<file path="src/rtl/i2c_fifo_master_if.sv">
// Bus bundle between the FIFO/I2C sequencer and its environment: FIFO read
// port, I2C pin controls and status.
interface i2c_fifo_master_if;
    logic       enable;
    logic [7:0] rd_data;
    logic       rd_empty;
    logic       rd_en;
    logic       scl;
    logic       sda_o;
    logic       sda_oe;
    logic       sda_i;
    logic       busy;
    logic       done;
    logic       nack_err;
    logic [7:0] byte_cnt;

    modport master (
        input  enable, rd_data, rd_empty, sda_i,
        output rd_en, scl, sda_o, sda_oe, busy, done, nack_err, byte_cnt
    );

    modport slave (
        output enable, rd_data, rd_empty, sda_i,
        input  rd_en, scl, sda_o, sda_oe, busy, done, nack_err, byte_cnt
    );
endinterface

</file>
<file path="src/rtl/i2c_fifo_master.sv">
// Pops bytes from the FIFO read port and frames them as I2C master write
// transactions (START, address+W, data bytes, STOP) on open-drain SCL/SDA.
module i2c_fifo_master #(
    parameter int unsigned CLK_DIV   = 250,
    parameter logic [6:0]  DEV_ADDR  = 7'h50,
    parameter int unsigned MAX_BURST = 16
) (
    input  logic              rd_clk,
    input  logic              rd_rst,
    i2c_fifo_master_if.master bus
);
    localparam int unsigned   TW        = (CLK_DIV > 1) ? $clog2(CLK_DIV) : 1;
    localparam logic [TW-1:0] TICK_LAST = TW'(CLK_DIV - 1);
    localparam logic [7:0]    BURST_MAX = 8'(MAX_BURST);

    typedef enum logic [3:0] {
        S_IDLE, S_START, S_ADDR, S_ADDR_ACK, S_FETCH,
        S_LOAD, S_DATA, S_DATA_ACK, S_STOP
    } state_t;

    state_t        state_q, state_d;
    logic [TW-1:0] tick_cnt_q, tick_cnt_d;
    logic [1:0]    qtr_q, qtr_d;
    logic [2:0]    bit_q, bit_d;
    logic [7:0]    shift_q, shift_d;
    logic          ack_q, ack_d;
    logic [7:0]    byte_cnt_q, byte_cnt_d;
    logic          nack_err_q, nack_err_d;
    logic          busy_q, busy_d;
    logic          done_q, done_d;
    logic          scl_q, scl_d;
    logic          sda_oe_q, sda_oe_d;

    logic timed;
    logic tick;
    logic fetch_ok;

    // The quarter-tick counter only runs in states that drive the bus timing.
    assign timed = (state_q != S_IDLE) && (state_q != S_FETCH) && (state_q != S_LOAD);
    assign tick  = timed && (tick_cnt_q == TICK_LAST);

    assign fetch_ok = bus.enable && !bus.rd_empty && (byte_cnt_q < BURST_MAX);

    always_comb begin
        tick_cnt_d = '0;
        if (timed && !tick) begin
            tick_cnt_d = tick_cnt_q + TW'(1);
        end
    end

    always_comb begin
        state_d    = state_q;
        qtr_d      = qtr_q;
        bit_d      = bit_q;
        shift_d    = shift_q;
        ack_d      = ack_q;
        byte_cnt_d = byte_cnt_q;
        nack_err_d = nack_err_q;
        busy_d     = busy_q;
        done_d     = 1'b0;

        case (state_q)
            S_IDLE: begin
                if (bus.enable && !bus.rd_empty) begin
                    state_d    = S_START;
                    qtr_d      = 2'd0;
                    bit_d      = 3'd0;
                    shift_d    = {DEV_ADDR, 1'b0};
                    nack_err_d = 1'b0;
                    byte_cnt_d = 8'd0;
                    busy_d     = 1'b1;
                end
            end
            S_START: begin
                if (tick) begin
                    if (qtr_q == 2'd2) begin
                        state_d = S_ADDR;
                        qtr_d   = 2'd0;
                    end else begin
                        qtr_d = qtr_q + 2'd1;
                    end
                end
            end
            S_ADDR, S_DATA: begin
                if (tick) begin
                    qtr_d = qtr_q + 2'd1;
                    if (qtr_q == 2'd3) begin
                        shift_d = {shift_q[6:0], 1'b0};
                        bit_d   = bit_q + 3'd1;
                        if (bit_q == 3'd7) begin
                            state_d = (state_q == S_ADDR) ? S_ADDR_ACK : S_DATA_ACK;
                        end
                    end
                end
            end
            S_ADDR_ACK, S_DATA_ACK: begin
                if (tick) begin
                    qtr_d = qtr_q + 2'd1;
                    if (qtr_q == 2'd2) begin
                        ack_d = bus.sda_i;
                    end
                    if (qtr_q == 2'd3) begin
                        if (!ack_q) begin
                            state_d = S_FETCH;
                            if (state_q == S_DATA_ACK && byte_cnt_q < BURST_MAX) begin
                                byte_cnt_d = byte_cnt_q + 8'd1;
                            end
                        end else begin
                            state_d    = S_STOP;
                            nack_err_d = 1'b1;
                        end
                    end
                end
            end
            S_FETCH: begin
                qtr_d   = 2'd0;
                state_d = fetch_ok ? S_LOAD : S_STOP;
            end
            S_LOAD: begin
                shift_d = bus.rd_data;
                bit_d   = 3'd0;
                qtr_d   = 2'd0;
                state_d = S_DATA;
            end
            S_STOP: begin
                if (tick) begin
                    if (qtr_q == 2'd2) begin
                        state_d = S_IDLE;
                        qtr_d   = 2'd0;
                        done_d  = 1'b1;
                        busy_d  = 1'b0;
                    end else begin
                        qtr_d = qtr_q + 2'd1;
                    end
                end
            end
            default: state_d = S_IDLE;
        endcase
    end

    // Pin levels are decoded from the next state so SCL/SDA come straight
    // from flops and move on the same edge as the state they belong to.
    always_comb begin
        scl_d    = 1'b1;
        sda_oe_d = 1'b0;
        case (state_d)
            S_START: begin
                scl_d    = (qtr_d != 2'd2);
                sda_oe_d = (qtr_d != 2'd0);
            end
            S_ADDR, S_DATA: begin
                scl_d    = qtr_d[1];
                sda_oe_d = ~shift_d[7];
            end
            S_ADDR_ACK, S_DATA_ACK: begin
                scl_d    = qtr_d[1];
                sda_oe_d = 1'b0;
            end
            S_FETCH, S_LOAD: begin
                scl_d    = 1'b0;
                sda_oe_d = 1'b0;
            end
            S_STOP: begin
                scl_d    = (qtr_d != 2'd0);
                sda_oe_d = (qtr_d != 2'd2);
            end
            default: begin
                scl_d    = 1'b1;
                sda_oe_d = 1'b0;
            end
        endcase
    end

    always_ff @(posedge rd_clk) begin
        if (rd_rst) begin
            state_q    <= S_IDLE;
            tick_cnt_q <= '0;
            qtr_q      <= 2'd0;
            bit_q      <= 3'd0;
            shift_q    <= 8'd0;
            ack_q      <= 1'b0;
            byte_cnt_q <= 8'd0;
            nack_err_q <= 1'b0;
            busy_q     <= 1'b0;
            done_q     <= 1'b0;
            scl_q      <= 1'b1;
            sda_oe_q   <= 1'b0;
        end else begin
            state_q    <= state_d;
            tick_cnt_q <= tick_cnt_d;
            qtr_q      <= qtr_d;
            bit_q      <= bit_d;
            shift_q    <= shift_d;
            ack_q      <= ack_d;
            byte_cnt_q <= byte_cnt_d;
            nack_err_q <= nack_err_d;
            busy_q     <= busy_d;
            done_q     <= done_d;
            scl_q      <= scl_d;
            sda_oe_q   <= sda_oe_d;
        end
    end

    assign bus.rd_en    = (state_q == S_FETCH) && fetch_ok && !rd_rst;
    assign bus.scl      = scl_q;
    assign bus.sda_o    = 1'b0;
    assign bus.sda_oe   = sda_oe_q;
    assign bus.busy     = busy_q;
    assign bus.done     = done_q;
    assign bus.nack_err = nack_err_q;
    assign bus.byte_cnt = byte_cnt_q;

endmodule
</file>
<file path="src/flat_wrapper.sv">
// flat-port wrapper written by rule: the top's interface ports become plain ports
module i2c_fifo_master_flat 
#(
    parameter int unsigned CLK_DIV   = 250,
    parameter logic [6:0]  DEV_ADDR  = 7'h50,
    parameter int unsigned MAX_BURST = 16
)
  (rd_clk, rd_rst, bus_enable, bus_rd_data, bus_rd_empty, bus_sda_i, bus_rd_en, bus_scl, bus_sda_o, bus_sda_oe, bus_busy, bus_done, bus_nack_err, bus_byte_cnt);
  i2c_fifo_master_if bus_i ();
  input  logic rd_clk;
  input  logic rd_rst;
  input wire logic [$bits(bus_i.enable)-1:0] bus_enable;
  input wire logic [$bits(bus_i.rd_data)-1:0] bus_rd_data;
  input wire logic [$bits(bus_i.rd_empty)-1:0] bus_rd_empty;
  input wire logic [$bits(bus_i.sda_i)-1:0] bus_sda_i;
  output wire logic [$bits(bus_i.rd_en)-1:0] bus_rd_en;
  output wire logic [$bits(bus_i.scl)-1:0] bus_scl;
  output wire logic [$bits(bus_i.sda_o)-1:0] bus_sda_o;
  output wire logic [$bits(bus_i.sda_oe)-1:0] bus_sda_oe;
  output wire logic [$bits(bus_i.busy)-1:0] bus_busy;
  output wire logic [$bits(bus_i.done)-1:0] bus_done;
  output wire logic [$bits(bus_i.nack_err)-1:0] bus_nack_err;
  output wire logic [$bits(bus_i.byte_cnt)-1:0] bus_byte_cnt;
  assign bus_i.enable = bus_enable;
  assign bus_i.rd_data = bus_rd_data;
  assign bus_i.rd_empty = bus_rd_empty;
  assign bus_i.sda_i = bus_sda_i;
  assign bus_rd_en = bus_i.rd_en;
  assign bus_scl = bus_i.scl;
  assign bus_sda_o = bus_i.sda_o;
  assign bus_sda_oe = bus_i.sda_oe;
  assign bus_busy = bus_i.busy;
  assign bus_done = bus_i.done;
  assign bus_nack_err = bus_i.nack_err;
  assign bus_byte_cnt = bus_i.byte_cnt;
  i2c_fifo_master #(.CLK_DIV(CLK_DIV), .DEV_ADDR(DEV_ADDR), .MAX_BURST(MAX_BURST)) u_core (.rd_clk(rd_clk), .rd_rst(rd_rst), .bus(bus_i));
endmodule
</file>
<file path="config.mk">
export PLATFORM = sky130hd
export DESIGN_NAME = i2c_fifo_master_flat
export DESIGN_NICKNAME = d
export VERILOG_FILES = /design/src/rtl/i2c_fifo_master_if.sv /design/src/rtl/i2c_fifo_master.sv /design/src/flat_wrapper.sv
export SDC_FILE = /design/constraint.sdc
export NUM_CORES = 1
export LEC_CHECK = 0
export ABC_AREA = 1
export CAP_MARGIN = 20
export CORE_UTILIZATION = 45
export DETAILED_ROUTE_END_ITERATION = 8
export PLACE_DENSITY = 0.67
export SYNTH_ARGS = -nofsm -noshare
export SYNTH_HDL_FRONTEND = slang
export SYNTH_SLANG_ARGS = --single-unit
export TNS_END_PERCENT = 10
</file>
<file path="constraint.sdc">
create_clock -name rd_clk -period 3.2 [get_ports rd_clk]
set_input_delay 0.8 -clock rd_clk [delete_from_list [all_inputs] [get_ports rd_clk]]
set_output_delay 0.8 -clock rd_clk [all_outputs]
set_load 0.02 [all_outputs]
</file>
==> metrics.md, run 1 <==
| Metric | Value |
|---|---|
| Status | `completed` |
| Lkg Pwr | `1.13 nW` |
| Largest family of logic cells by synthesized area | `simple AND/OR/NAND/NOR gates` |
| Initial antenna violation count | `0` |
| Final #Nets | `361` |
| Synth async-reset ratio | `0` |
| EDFF count, synth | `0` |
| Fin worst setup slack | `0.434 ns` |
| Clock skew | `0.00420 ns` |
| Die Width | `71.4 um` |
| CTS Sinks | `39` |
| Layout cell share with drive strength beyond 1 | `0.112` |
| Clock buffer depth | `2` |
| Routed length per instance | `11.5 um` |
| Synth cell count leaders | `62 x nand2_1, 46 x nor2_1, 39 x dfxtp_1` |
| Flop-to-flop setup slack | `1.21 ns` |
| Worst-path cell chain | `clkdlybuf4s50_1, inv_1, nor2_1, inv_1, nor2_1, nand2_1, nor2_1, dlymetal6s2s_1` |
| Input/output buffers | `26` |
| CP max stage delay | `0.45 ns` |
| Most common cell in the netlist | `nand2_1` |
| CTS Hold Bufs | `0` |
| Setup Viol. Count Final | `0` |
| Ports | `28` |
| First-pass DRT Iterations | `4` |
| Yosys warns | `0` |
| Synthesized instance count | `308` |
| Post-Syn Area per Cell | `7.04 um^2` |
| Final Max Slew Viols | `0` |
| GP Congestion | `0.859` |
| Hold Fails Final Rpt | `0` |
| # DRC | `0` |
| GR Overflow Total | `0` |
| First-pass GRT wire length | `8.08 mm` |
| Std-Cell Rows | `24` |
| Final WL | `4.51 mm` |
| Hold Crit Class | `reg -> reg` |
| Total power | `0.000954 W` |
| Post-synthesis simple-gate area fraction | `0.356` |
| Buf/Inv on CP | `4` |
| Synth Area in XOR/XNOR | `0.0162` |
| Mapped Area | `0.00217 mm^2` |
| Iteration-0 DRC Markers | `92` |
| Worst-Skew Late Latency | `0.29 ns` |
| GRT Total Usage | `0.199` |
| Worst hold margin | `0.461 ns` |
| Die area | `0.00510 mm^2` |
| Fin crit share | `0.864` |
| CP max FO | `2` |
| Net Count, Synth | `330` |
| Achievable frequency | `362 MHz` |
| CTS clk-pin slew, worst paths | `0.07 ns` |
| Critical Path Sink Type | `output port` |
| Setup Slack @ Placement | `0.0495 ns` |
| Pin count of the biggest net entering global routing | `21` |
| Post-Synth Adder-Cell Area | `0.0520` |
| Finished Core Util | `0.571` |
| Core ar. | `0.00450 mm^2` |
| Share of the synthesized area in the top cell type | `0.360` |
| Crit Path Class | `in -> out` |
| Total CTS buffers | `5` |
| Worst EP arrival | `1.97 ns` |
| Detail Route Antenna Nets | `0` |
| CP required | `2.40 ns` |
| Max Cap Viol | `0` |
| # diodes | `0` |
| Post-synth top flop | `dfxtp_1` |
| Area delta synth->final | `18.7%` |
| Complex-gate fraction of the synthesized area | `0.129` |
| Cell accounting for the most synthesized area | `dfxtp_1` |
| Peak supply drop | `0.276 mV` |
| Sum of negative setup slack | `0 ns` |
| Tmin final | `2.77 ns` |
| Post-DP HPWL | `3.43 mm` |
| RSZ-0062 raised after global routing | `no` |
| Synth area leaders | `dfxtp_1 36%, nand2_1 11%, nor2_1 8.0%, inv_1 6.4%, a21oi_1 5.8%` |
| CTS tree | `built` |
| Vias in the first global route | `1851` |
| CP dominant cell by count | `nor2_1` |
| Seq cells post-synth | `39` |
| Library cells used by synthesis | `36` |
| Post-CTS Setup Bufs | `0` |
| Root Buffer | `clkbuf_8` |
| Startpoint types | `input port` |
| Critical-path top delay cell | `clkdlybuf4s50_1` |
| H-tree depth | `2` |
| DR vias | `1963` |
| Starting Density | `0.481` |
| Crit-path leading delay family | `buffers and inverters` |
| Pwr Density | `371 mW/mm^2` |
| Die height | `71.4 um` |
| Mux cell area share after synthesis | `0` |
| Seq/Total Area, Yosys | `0.360` |
| DR vias/cell | `5.01` |
==> routing by layer <==
metal  global-route usage  share of wire  vias up
met2                0.327           0.44       27
met3               0.0366          0.027        9
met4               0.0644          0.016        0
met5                    0              0        -
met1                0.265           0.51      880
li1                     -              -     1047
==> logic make-up (layout without fill, tap and decap cells) <==
| family | after synthesis | count (layout) |
|---|---|---|
| xor+xnor | 4 | 4 |
| simple gates | 156 | 156 |
| flops | 39 | 39 |
| buf+inv | 48 | 80 |
| compound gates | 51 | 51 |
| other cells | 1 | 1 |
| fa+ha+maj | 9 | 9 |
==> path summary, 6_finish.rpt <==
path | to | cells past startpoint | from
worst max-delay path | bus_rd_en | 8 | bus_enable
worst min-delay path | u_core.shift_q[0] | 2 | u_core.shift_q[0]
worst max register to register | u_core.bus.sda_oe | 12 | u_core.tick_cnt_q[0]
worst min register to register | u_core.shift_q[0] | 2 | u_core.shift_q[0]
==> per-stage QoR <==
step,std cells,cell area (um^2)
2_1_floorplan,308,2170
5_1_grt,392,2570
4_1_cts,392,2570
3_5_place_dp,384,2490
6_report,392,2570
3_3_place_gp,384,2490
==> flip-flops by register name (all words and copies together), names as in the netlist, 2 cells and up <==
name                 cells
u_core.shift_q           8
u_core.state_q           4
u_core.tick_cnt_q        8
u_core.bit_q             3
u_core.qtr_q             2
u_core.bus.byte_cnt      8
==> cell usage in the layout (no fill, tap or decap), types with 2 or more instances in the layout <==
| cell | instances |
|---|---|
| clkdlybuf4s50_1 | 25 |
| nor2_4 | 2 |
| o21ai_1 | 3 |
| nor3_1 | 5 |
| nand2_1 | 62 |
| nand3_1 | 16 |
| ha_1 | 9 |
| a41oi_1 | 2 |
| inv_2 | 7 |
| clkbuf_8 | 5 |
| o21ai_0 | 15 |
| a21oi_1 | 25 |
| nand4_1 | 4 |
| xor2_1 | 2 |
| nor2_2 | 3 |
| buf_4 | 2 |
| inv_1 | 37 |
| nor2_1 | 46 |
| nand3_2 | 3 |
| nand2_2 | 6 |
| nor2_8 | 2 |
| clkbuf_1 | 2 |
| xnor2_1 | 2 |
| dfxtp_1 | 39 |
==> layout make-up <==
type	instances	area (um^2)
Clock buffer	7	76.3
Clock inverter	1	5.00
Fill cell	448	1930
Inverter	44	165
Multi-Input combinational cell	221	1200
Sequential cell	39	781
Tap cell	52	65.1
Timing Repair Buffer	28	278
==> worst register-to-register path: stages (launching register included) <==
cell and delay, ns:
dfxtp_1 0.38, ha_1 0.16, nand3_1 0.11, nor2_4 0.27
nand2_1 0.16, nor2_1 0.25, nand2_1 0.11, nand3_2 0.10
nor2_1 0.07, nand2_1 0.07, nor2_1 0.04, nor2_1 0.10
nor2_1 0.05
==> power by group <==
part           total [W]  internal (W)  switching (W)
clock           0.000321      0.000153       0.000168
sequential      0.000509      0.000500     0.00000931
combinational   0.000125     0.0000520      0.0000727
==> repair_timing <==
action,4_1_cts,5_1_grt
endpoints found under the hold margin,0,0
endpoints found under the setup margin,0,1
resized for setup,0,1
No activity file was read; power rests on OpenSTA's default activity.
==> run 2, diff against run 1 <==
--- a/config.mk
+++ b/config.mk
@@ -11,3 +11,4 @@
 export DETAILED_ROUTE_END_ITERATION = 8
-export PLACE_DENSITY = 0.67
+export MAX_ROUTING_LAYER = met4
+export PLACE_DENSITY = 0.7
 export SYNTH_ARGS = -nofsm -noshare
==> constraint.sdc (replaced) <==
create_clock -name rd_clk -period 2.3 [get_ports rd_clk]
set_input_delay 0.46 -clock rd_clk [delete_from_list [all_inputs] [get_ports rd_clk]]
set_output_delay 0.46 -clock rd_clk [all_outputs]
set_load 0.02 [all_outputs]
==> run 2 against run 1 <==
Non-clock buffer count is 5 higher. Clock-buffer cell count decreased by 2. Hold slack about the same. Clock skew increased by 0.0034 ns. Sequential cell count is the same. Sequential power increased by 39%. Total power grew 41%. Register-to-register slack lost 0.84 ns. Clock power up 41%. Die area is the same. Routed wire length grew 3.5%. Utilization rose by 0.83 points. Largest power group unchanged.
==> metrics.md, run 2 (synthesis gave the netlist of run 1 again) <==
| Metric | Value |
|---|---|
| Status | `completed (unchanged)` |
| RSZ-0062 raised after global routing | `no (unchanged)` |
| Layout cell share with drive strength beyond 1 | `0.130 (was 0.112)` |
| Ports | `28 (unchanged)` |
| Startpoint types | `input port (unchanged)` |
| Buf/Inv on CP | `4 (unchanged)` |
| Placed cells | `389 (was 384)` |
| Worst-Skew Late Latency | `0.30 ns (was 0.29 ns)` |
| R2r worst-path depth | `15 (was 12)` |
| CP dominant cell by count | `nor2_1 (unchanged)` |
| Final Max Slew Viols | `0 (unchanged)` |
| Initial antenna violation count | `0 (unchanged)` |
| DR vias | `2021 (was 1963)` |
| Total power | `0.00134 W (was 0.000954 W)` |
| Clock buffer depth | `2 (unchanged)` |
| Critical Path Sink Type | `output port (unchanged)` |
| GR Overflow Total | `0 (unchanged)` |
| Setup Viol. Count Final | `0 (unchanged)` |
| Fin crit share | `0.954` |
| Switching Fraction | `0.270 (was 0.262)` |
| Commonest non-fill, non-tap cell in the layout | `nand2_1 (unchanged)` |
| Peak supply drop | `0.393 mV (was 0.276 mV)` |
| Crit Path Class | `in -> out (unchanged)` |
| GRT Total Usage | `0.207 (was 0.199)` |
| Die area | `0.00510 mm^2 (unchanged)` |
| Most frequent cells in the layout | `62 x nand2_1, 46 x nor2_1, 39 x dfxtp_1 (unchanged)` |
| First-pass DRT Iterations | `4 (unchanged)` |
| Die height | `71.4 um (unchanged)` |
| Max Cap Viol | `0 (unchanged)` |
| Hold Crit Class | `reg -> reg (unchanged)` |
| Die Width | `71.4 um (unchanged)` |
| Achievable frequency | `456 MHz` |
| # DRC | `0 (unchanged)` |
| Critical-path top delay cell | `clkdlybuf4s50_1 (unchanged)` |
| Sum of negative setup slack | `0 ns (unchanged)` |
| Starting Density | `0.481 (unchanged)` |
| First-pass GRT wire length | `8.15 mm (was 8.08 mm)` |
| Root Buffer | `clkbuf_8 (unchanged)` |
| CTS clk-pin slew, worst paths | `0.07 ns (about the same)` |
| Detail Route Antenna Nets | `0 (unchanged)` |
| H-tree depth | `2 (unchanged)` |
| Final WL | `4.67 mm (was 4.51 mm)` |
| Total CTS buffers | `5 (unchanged)` |
| Std-Cell Rows | `24 (unchanged)` |
| Area delta synth->final | `20.4% (was 18.7%)` |
| Iteration-0 DRC Markers | `107 (was 92)` |
| Worst-path cell chain | `clkdlybuf4s50_1, inv_1, nor2_1, inv_1, nor2_1, nand2_1, nor2_1, clkdlybuf4s15_1 (was clkdlybuf4s50_1, inv_1, nor2_1, inv_1, nor2_1, nand2_1, nor2_1, dlymetal6s2s_1)` |
| P_sw | `0.000363 W (was 0.000250 W)` |
| Comb pwr share | `0.135 (was 0.131)` |
| Final #Nets | `366 (was 361)` |
| Clock share of power | `0.337 (was 0.336)` |
| CTS tree | `built (unchanged)` |
| Levels on crit path | `8 (unchanged)` |
| Input/output buffers | `26 (unchanged)` |
| Pin count of the biggest net entering global routing | `21 (unchanged)` |
| GP Congestion | `0.915 (was 0.859)` |
| Instance area at placement | `0.00253 mm^2 (was 0.00249 mm^2)` |
| Post-Layout Cell Count | `397 (was 392)` |
| Worst EP arrival | `1.73 ns (was 1.97 ns)` |
| Pint | `0.000980 W (was 0.000705 W)` |
| Seq pwr share | `0.528 (was 0.533)` |
| CP max FO | `2 (unchanged)` |
| Lkg Pwr | `1.14 nW (was 1.13 nW)` |
| Hold Fails Final Rpt | `0 (unchanged)` |
| CP required | `1.84 ns (was 2.40 ns)` |
| Tmin final | `2.19 ns` |
| Post-route cell area | `0.00261 mm^2 (was 0.00257 mm^2)` |
| CTS Sinks | `39 (unchanged)` |
| Routed length per instance | `11.8 um (was 11.5 um)` |
| Post-DP HPWL | `3.58 mm (was 3.43 mm)` |
| DR vias/cell | `5.09 (was 5.01)` |
| Vias in the first global route | `1901 (was 1851)` |
| Crit-path leading delay family | `buffers and inverters (unchanged)` |
| Pwr Density | `514 mW/mm^2 (was 371 mW/mm^2)` |
| Clock skew | `0.00765 ns (was 0.00420 ns)` |
| # diodes | `0 (unchanged)` |
| WHS Path Cells | `2 (unchanged)` |
| Core ar. | `0.00450 mm^2 (unchanged)` |
| Finished Core Util | `0.579 (was 0.571)` |
| CP max stage delay | `0.45 ns (about the same)` |
| Filler instances | `437 (was 448)` |
[run 2: cell types whose count changed in the layout (fill, tap and decap cells not counted), sizes merged]
cell | previous run | this run
buf | 2 | 7
clkbuf | 7 | 5
clkinv | 1 | 3
clkdlybuf4s15 | 0 | 1
dlymetal6s2s | 1 | 0
[run 2: repair_timing]
| item | CTS | global route |
|---|---|---|
| hold buffers | 0 | 0 |
| pin swaps | 0 | 0 |
| resized for setup | 1 | 1 |
| setup buffers | 0 | 0 |
| endpoints found under the hold margin | 0 | 0 |
| setup endpoints to repair | 1 | 1 |
[run 2: stage by stage]
stage	hold WS, ns	setup WS [ns]
2_1_floorplan	0.433	0.656
3_3_place_gp	0.452	-0.148
3_5_place_dp	0.452	-0.197
4_1_cts	0.462	0.0710
5_1_grt	0.481	0.0200
6_report	0.461	0.106
[run 2: layer usage]
layer,track usage,part of all wire
met1,0.269,0.49
met5,-,0
met3,0.0366,0.046
met2,0.328,0.45
met4,0.0689,0.013
[run 2: cell type report]
type / count / area (um^2) / area share
Multi-Input combinational cell: 221 / 1200 / 0.461
Sequential cell: 39 / 781 / 0.299
Timing Repair Buffer: 33 / 313 / 0.120
Inverter: 44 / 165 / 0.0633
Clock buffer: 5 / 68.8 / 0.0264
Tap cell: 52 / 65.1 / 0.0249
Clock inverter: 3 / 15.0 / 0.00575
[run 2: worst min-delay path, cell delays in order (launching register included)]
cell and delay [ns]:
dfxtp_1 0.31, nand2_1 0.05, a21oi_1 0.05
[run 2: power by group through the flow]
stage	clock [W]	sequential (W)	combinational [W]
after floorplan	0	0.000729	0.000108
after global placement	0	0.000723	0.000179
after detailed placement	0	0.000724	0.000181
after CTS	0.000463	0.000708	0.000182
after global routing	0.000485	0.000710	0.000204
final	0.000453	0.000709	0.000181
[run 2: final timing paths]
check | endpoint | startpoint | slack (ns)
worst min register to register | u_core.shift_q[3] | u_core.shift_q[2] | 0.46
worst min-delay path | u_core.shift_q[3] | u_core.shift_q[2] | 0.46
worst max-delay path | bus_rd_en | bus_enable | 0.11
worst max register to register | u_core.bus.sda_oe | u_core.state_q[1] | 0.37
